$ cat src/rtl/output_buffer.sv
// Row output buffer: captures a full pixel row on SET_BUFFER and streams it
// out OUTPUT_BUS_WIDTH pixels per beat, with a forwarded strobe OUTPUT_CLK
// whose rising edge sits in the middle of each stable data window.
// Optional build macro: OUTPUT_BUFFER_DONE_EN adds a one-cycle DONE pulse
// when a row finishes streaming normally.
module output_buffer #(
    parameter int PIXEL_ARRAY_WIDTH = 8,
    parameter int PIXEL_BITS        = 8,
    parameter int OUTPUT_BUS_WIDTH  = 2
) (
    input  logic                                         CLK,
    input  logic                                         RESET,
    input  logic                                         SET_BUFFER,
    input  logic [PIXEL_ARRAY_WIDTH-1:0][PIXEL_BITS-1:0] DATA_IN,
    output logic                                         OUTPUT_CLK,
    output logic [OUTPUT_BUS_WIDTH*PIXEL_BITS-1:0]       DATA_OUT
`ifdef OUTPUT_BUFFER_DONE_EN
    ,
    output logic                                         DONE
`endif
);

    localparam int NBEATS    = PIXEL_ARRAY_WIDTH / OUTPUT_BUS_WIDTH;
    localparam int BEAT_BITS = (NBEATS > 1) ? $clog2(NBEATS) : 1;
    localparam int WORD_BITS = OUTPUT_BUS_WIDTH * PIXEL_BITS;
    localparam int ROW_BITS  = PIXEL_ARRAY_WIDTH * PIXEL_BITS;
    localparam logic [BEAT_BITS-1:0] LAST_BEAT = BEAT_BITS'(NBEATS - 1);

    // A row must split into a whole number of beats.
    if (NBEATS * OUTPUT_BUS_WIDTH != PIXEL_ARRAY_WIDTH) begin : g_width_check
        $error("PIXEL_ARRAY_WIDTH must be a multiple of OUTPUT_BUS_WIDTH");
    end

    typedef enum logic {
        IDLE,
        SEND
    } state_t;

    state_t                 state_reg, state_next;
    logic [BEAT_BITS-1:0]   beat_reg, beat_next, beat_inc;
    logic                   phase_reg, phase_next;
    logic                   oclk_next;
    logic [WORD_BITS-1:0]   dout_next;
    logic [ROW_BITS-1:0]    row_reg;
    logic [ROW_BITS-1:0]    data_in_flat;
    logic [WORD_BITS-1:0]   beat_words [NBEATS];
`ifdef OUTPUT_BUFFER_DONE_EN
    logic                   done_next;
`endif

    assign data_in_flat = DATA_IN;
    assign beat_inc     = beat_reg + BEAT_BITS'(1);

    // Slice the captured row into beat-sized words, lowest pixels first.
    for (genvar gi = 0; gi < NBEATS; gi++) begin : g_beat_words
        assign beat_words[gi] = row_reg[gi*WORD_BITS +: WORD_BITS];
    end

    // Row capture; contents are don't-care until the first load.
    always_ff @(posedge CLK) begin
        if (SET_BUFFER) begin
            row_reg <= data_in_flat;
        end
    end

    // Next-state and output decode. A load wins over everything but reset,
    // so it also serves as the abort/restart path during SEND.
    always_comb begin
        state_next = state_reg;
        beat_next  = beat_reg;
        phase_next = phase_reg;
        oclk_next  = OUTPUT_CLK;
        dout_next  = DATA_OUT;
`ifdef OUTPUT_BUFFER_DONE_EN
        done_next  = 1'b0;
`endif
        if (SET_BUFFER) begin
            state_next = SEND;
            beat_next  = '0;
            phase_next = 1'b1;
            oclk_next  = 1'b0;
            dout_next  = data_in_flat[WORD_BITS-1:0];
        end else begin
            case (state_reg)
                IDLE: begin
                    oclk_next = 1'b0;
                    dout_next = '0;
                end
                SEND: begin
                    if (phase_reg) begin
                        // Data has been set up for a full cycle: raise strobe.
                        oclk_next  = 1'b1;
                        phase_next = 1'b0;
                    end else if (beat_reg != LAST_BEAT) begin
                        // Strobe falls and next beat's data launches together.
                        beat_next  = beat_inc;
                        dout_next  = beat_words[beat_inc];
                        oclk_next  = 1'b0;
                        phase_next = 1'b1;
                    end else begin
                        oclk_next  = 1'b0;
                        dout_next  = '0;
                        state_next = IDLE;
`ifdef OUTPUT_BUFFER_DONE_EN
                        done_next  = 1'b1;
`endif
                    end
                end
                default: begin
                    state_next = IDLE;
                    oclk_next  = 1'b0;
                    dout_next  = '0;
                end
            endcase
        end
    end

    // State and registered outputs; reset overrides any pending load.
    always_ff @(posedge CLK) begin
        if (RESET) begin
            state_reg  <= IDLE;
            beat_reg   <= '0;
            phase_reg  <= 1'b0;
            OUTPUT_CLK <= 1'b0;
            DATA_OUT   <= '0;
`ifdef OUTPUT_BUFFER_DONE_EN
            DONE       <= 1'b0;
`endif
        end else begin
            state_reg  <= state_next;
            beat_reg   <= beat_next;
            phase_reg  <= phase_next;
            OUTPUT_CLK <= oclk_next;
            DATA_OUT   <= dout_next;
`ifdef OUTPUT_BUFFER_DONE_EN
            DONE       <= done_next;
`endif
        end
    end

endmodule

$ cat config.mk
export PLATFORM = sky130hd
export DESIGN_NAME = output_buffer
export DESIGN_NICKNAME = d
export VERILOG_FILES = /design/src/rtl/output_buffer.sv
export SDC_FILE = /design/constraint.sdc
export NUM_CORES = 1
export LEC_CHECK = 0
export BUFFER_PORTS_ARGS = -buffer_cell sky130_fd_sc_hd__buf_4
export CORE_ASPECT_RATIO = 0.5
export CORE_MARGIN = 4
export CORE_UTILIZATION = 43
export DETAILED_ROUTE_END_ITERATION = 7
export PLACE_DENSITY_LB_ADDON = 0.15
export SYNTH_ARGS = -nofsm -noshare
export SYNTH_HDL_FRONTEND = slang
export SYNTH_SLANG_ARGS = --single-unit
$ cat constraint.sdc
create_clock -name CLK -period 1.5 [get_ports CLK]
set_input_delay 0.075 -clock CLK [delete_from_list [all_inputs] [get_ports CLK]]
set_output_delay 0.075 -clock CLK [all_outputs]
set_load 0.1 [all_outputs]
Word level (Yosys, flattened, before mapping)
Index checks and enable logic that the tools add are counted.

operators by class
  add/subtract/negate cells = 1
  order comparisons = 1
  equal/unequal tests = 2
  multiplexer cells = 16
  bitwise gates (word level) = 3
  reduce and logical (&&, ||, !) cells = 3

operator list
  kind                 count
  $mux 16              5
  $bmux 16 s2          1
  $pmux 16 s2          1
  $mux 1               8
  $ge 3x3->1 const B   1
  $ne 3x3->1 const B   1
  $not 2->3            1
  $reduce_and 3->1     1
  $add 2x1->2 const B  1
  $ne 2x2->1 const B   1
  $not 1->1            2
  $pmux 1 s2           1
  $reduce_bool 2->1    1
  $reduce_or 2->1      1

storage, ports and cells
  bits in registers = 85
  input bits = 67
  output and inout port bits = 17

Longest topological paths before layout
  depth after elaboration = 9
  depth in mapped cells = 6

Least setup slack after synthesis
OpenSTA, ideal clock, no wires.

  path type = register to register
  start point = register beat_reg[0]
  end point = register DATA_OUT[5]
  setup time = 80 ps
  data arrival time = 1467 ps
  required time = 1420 ps
  slack = -47 ps
  cell stages (with the launch flop) = 7
  buffers on the path = 2
  clock period less this slack = 1547 ps
  cells stage by stage = dfxtp_1 -> ha_1 -> nor4bb_1 -> buf_4 -> buf_12 -> a221oi_2 -> a211oi_2

on the way
  word-level cells in the longest chain between the ends = 9

RTL lines
  element                                     line  RTL
  from (decl)                                 40    logic [BEAT_BITS-1:0] beat_reg, beat_next, beat_inc;
  from (signal assigned)                      131   beat_reg <= beat_next;
  $add 2x1->2                                 52    assign beat_inc = beat_reg + BEAT_BITS'(1);
  net beat_inc[1]                             40
  $not 2->3 (not written as such)             97    dout_next = beat_words[beat_inc];
  $bmux 16 s2                                 97
  $mux 16 (not written as such) (2 in a row)  97
  $mux 16                                     94    end else if (beat_reg != LAST_BEAT) begin
  $mux 16                                     90    if (phase_reg) begin
  $pmux 16 s2                                 84    case (state_reg)
  $mux 16                                     77    if (SET_BUFFER) begin
  to (signal assigned)                        134   DATA_OUT <= dout_next;
  to (decl)                                   16    output logic [OUTPUT_BUS_WIDTH*PIXEL_BITS-1:0] DATA_OUT

The timed path passes the listed nets, and every way through them passes these cells. The select of a mux whose other input is x is not followed.
A chain may end at the register's enable or synchronous reset.

Worst setup path in the final report
  start point = register beat_reg[0]
  end point = register DATA_OUT[10]

Same word-level chain as after synthesis.

==> impl_metrics.yaml <==
setup_path:
  cp.arrival_ns: 1.80
  cp_max_fo: 6
  r2r_start: "beat_reg[0]"
  critPathCaptureType: "flop"
  worst-setup-path-type: "reg -> reg"
  critPathLaunch: "beat_reg[0]"
  worstSetupStartpointType: "flop"
  required_ns: 1.75
cells_and_area:
  fin_nets: 446
  area_growth_syn_to_layout_pct: 53.2
  fillers: 515
  largest_register_ffs: 64
  n_antenna_cell: 0
  final_layout_size_suffix_gt1_share_pct: 46.7
placed_design:
  dp_hpwl_um: 5070
  dp_slack_ns: -0.0461
  place.gp.congestion: 0.701
  portBuffers: 83
route:
  num_vias: 2419
  drt-total-wl_um: 8220
  via_per_inst: 4.93
  route.detailed.drc: 0
  dr_wl_met2_um: 4080
  wire_per_inst_um: 16.7
  first_iter_violations: 99
  highest_layer: "met4"
  dr.pass1.iters: 5
  met3_length_um: 446
  ant_nets: 0
  wl_met1_um: 3570
yosys:
  synth_edf_count: 64
  synth_area_leaders: "edfxtp_1 (56%), dfxtp_1 (12%), mux2_2 (10%)"
  netlist_area_um2: 3450
  yosysWarnings: 0
  yosysSeqAreaShare_pct: 67.9
  synth_top_area_cell: "edfxtp_1"
  synth_cell_types: 27
  syn-num-nets: 281
  avgSynthCellArea_um2: 16.2
  netlist.area_leader.share_pct: 55.8
  ys_ff_latch: 85
  async_flop_share_pct: 0
  synthCells: 213
  synth_ff_type: "edfxtp_1"
sta:
  worst_pin_slew_ns: 0.403
  rsz0062_at_grt: "yes"
  final_hold_viol_count: 0
  finClkSkew_ns: 0.00446
  whs_ns: 0.0508
  fmax_mhz: 648
  setup_ws_ns: -0.0433
  drv_slew: 0
  min_period_ns: 1.54
  maxSlewHeadroom_pct: 73.2
  setup_violations: 10
  period_share_pct: 103
clocking:
  cts_tree: "done"
  path_clk_slew_ns: 0.06
  clock-sinks: 85
  cts_buffers: 9
  cts-htree-levels: 3
  clock_latency_ns: 0.34
  clock_path_buffers: 2
  root_buffer: "clkbuf_16"
global_route:
  grt_max_degree: 48
  grt_overflow: 0
  grt_util_all_layers_pct: 17.7
  grt_pass1_wl_um: 12900
  grt_pass1_vias: 2639
  antenna_found_initial: 0
power:
  p_total_mw: 5.65
  p_leak_nw: 2.04
  p_per_area_nw_per_um2: 1070
  peakVddDrop_v: 0.000606
floorplan:
  core.rowCount: 22
  fp.dieArea_um2: 9600
  design.core.area_um2: 7540
  initial_core_util_pct: 45.7
  fp.dieW_um: 135
  ios: 84
  die_h_um: 71.3
min_path:
  worstHoldStart: "SET_BUFFER"
  hold_path.class: "in -> reg"
run_status:
  violations: "negative setup slack"
  status: "complete, but fails checks"
flow_run:
  cap_violations: 0
-- worst max-delay path, cell delays in order (launching register included) --
cell and delay [ns]:
dfxtp_4 0.36, ha_4 0.29, nor4bb_4 0.24, buf_4 0.19
buf_8 0.13, a221oi_2 0.07, a211oi_2 0.19
-- cell usage in the layout (no fill, tap or decap), drive strengths merged --
cell | synthesis | final
buf | 11 | 103
mux2i | 1 | 1
nand2b | 1 | 1
nor4bb | 1 | 1
ha | 1 | 1
nand3b | 1 | 1
dlygate4sd3 | 0 | 64
a21oi | 1 | 1
nor3b | 1 | 1
dfxtp | 21 | 21
nor4b | 1 | 1
mux2 | 32 | 32
a221oi | 16 | 16
edfxtp | 64 | 64
xnor2 | 1 | 1
nor2b | 1 | 1
nor3 | 4 | 4
nand2 | 17 | 17
clkinv | 0 | 4
clkbuf | 3 | 13
and3b | 1 | 1
a211oi | 16 | 16
nor2 | 18 | 18
-- cell type report --
| class | count | area, µm² | area share (%) |
|---|---|---|---|
| flip-flops and latches | 85 | 2350 | 44.4 |
| repair buffers | 168 | 1480 | 28.0 |
| multi-input cells | 114 | 1070 | 20.2 |
| clock buffers | 12 | 236 | 4.48 |
| well taps | 108 | 135 | 2.56 |
| clock inverters | 4 | 17.5 | 0.332 |
-- synthesized netlist by cell type (2+ instances only) --
cell,count
a211oi_1,6
nor3_1,4
mux2_2,32
a221oi_1,6
buf_4,4
dfxtp_1,21
nor2_1,18
buf_6,3
edfxtp_1,64
nand2_1,17
buf_2,3
a211oi_2,10
clkbuf_1,2
a221oi_2,10
-- through the flow --
step / cell area (µm²) / TNS, ns / utilization, % / std cells
global route: 5280 / -1.46 / 70.0 / 491
detailed placement: 4270 / -0.379 / 56.7 / 407
CTS: 5200 / -0.407 / 68.9 / 487
finish: 5280 / -0.293 / 70.0 / 491
floorplan: 3460 / 0 / - / 213
global placement: 4270 / 0 / 56.7 / 407
-- layer usage --
layer,GRT usage (%),up-vias
met2,31.0,70
met5,0,-
li1,-,1155
met1,20.7,1180
met4,5.30,0
met3,6.10,14
-- power breakdown --
part / switching, mW / internal (mW)
registers: 0.0629 / 2.72
clock network: 0.821 / 1.10
logic: 0.495 / 0.444
total: 1.38 / 4.27
-- cell families after synthesis --
| group | count (synthesis) | share of synthesized area [%] |
|---|---|---|
| AO/OA/AOI/OAI | 33 | 11.0 |
| AND/OR/NAND/NOR | 46 | 6.42 |
| multiplexers | 33 | 10.7 |
| XOR/XNOR | 1 | 0.254 |
| buffers and inverters | 14 | 3.30 |
| flip-flops | 85 | 67.9 |
| adder cells (fa/ha/maj) | 1 | 0.363 |
-- path summary, 6_finish.rpt --
| path | to | slack, ns | cells after the start |
|---|---|---|---|
| max | DATA_OUT[10] | -0.04 | 6 |
| min | beat_reg[0] | 0.05 | 2 |
| max reg2reg | DATA_OUT[10] | -0.04 | 6 |
| min reg2reg | DATA_OUT[15] | 0.50 | 2 |
-- repair_timing --
action	in CTS	in global routing
gates cloned	0	1
gates resized for setup	7	8
hold endpoints to repair	64	0
pin swaps	17	6
setup endpoints to repair	14	16
hold buffers	64	0
buffers inserted	0	3
No activity file was read; power rests on OpenSTA's default activity.
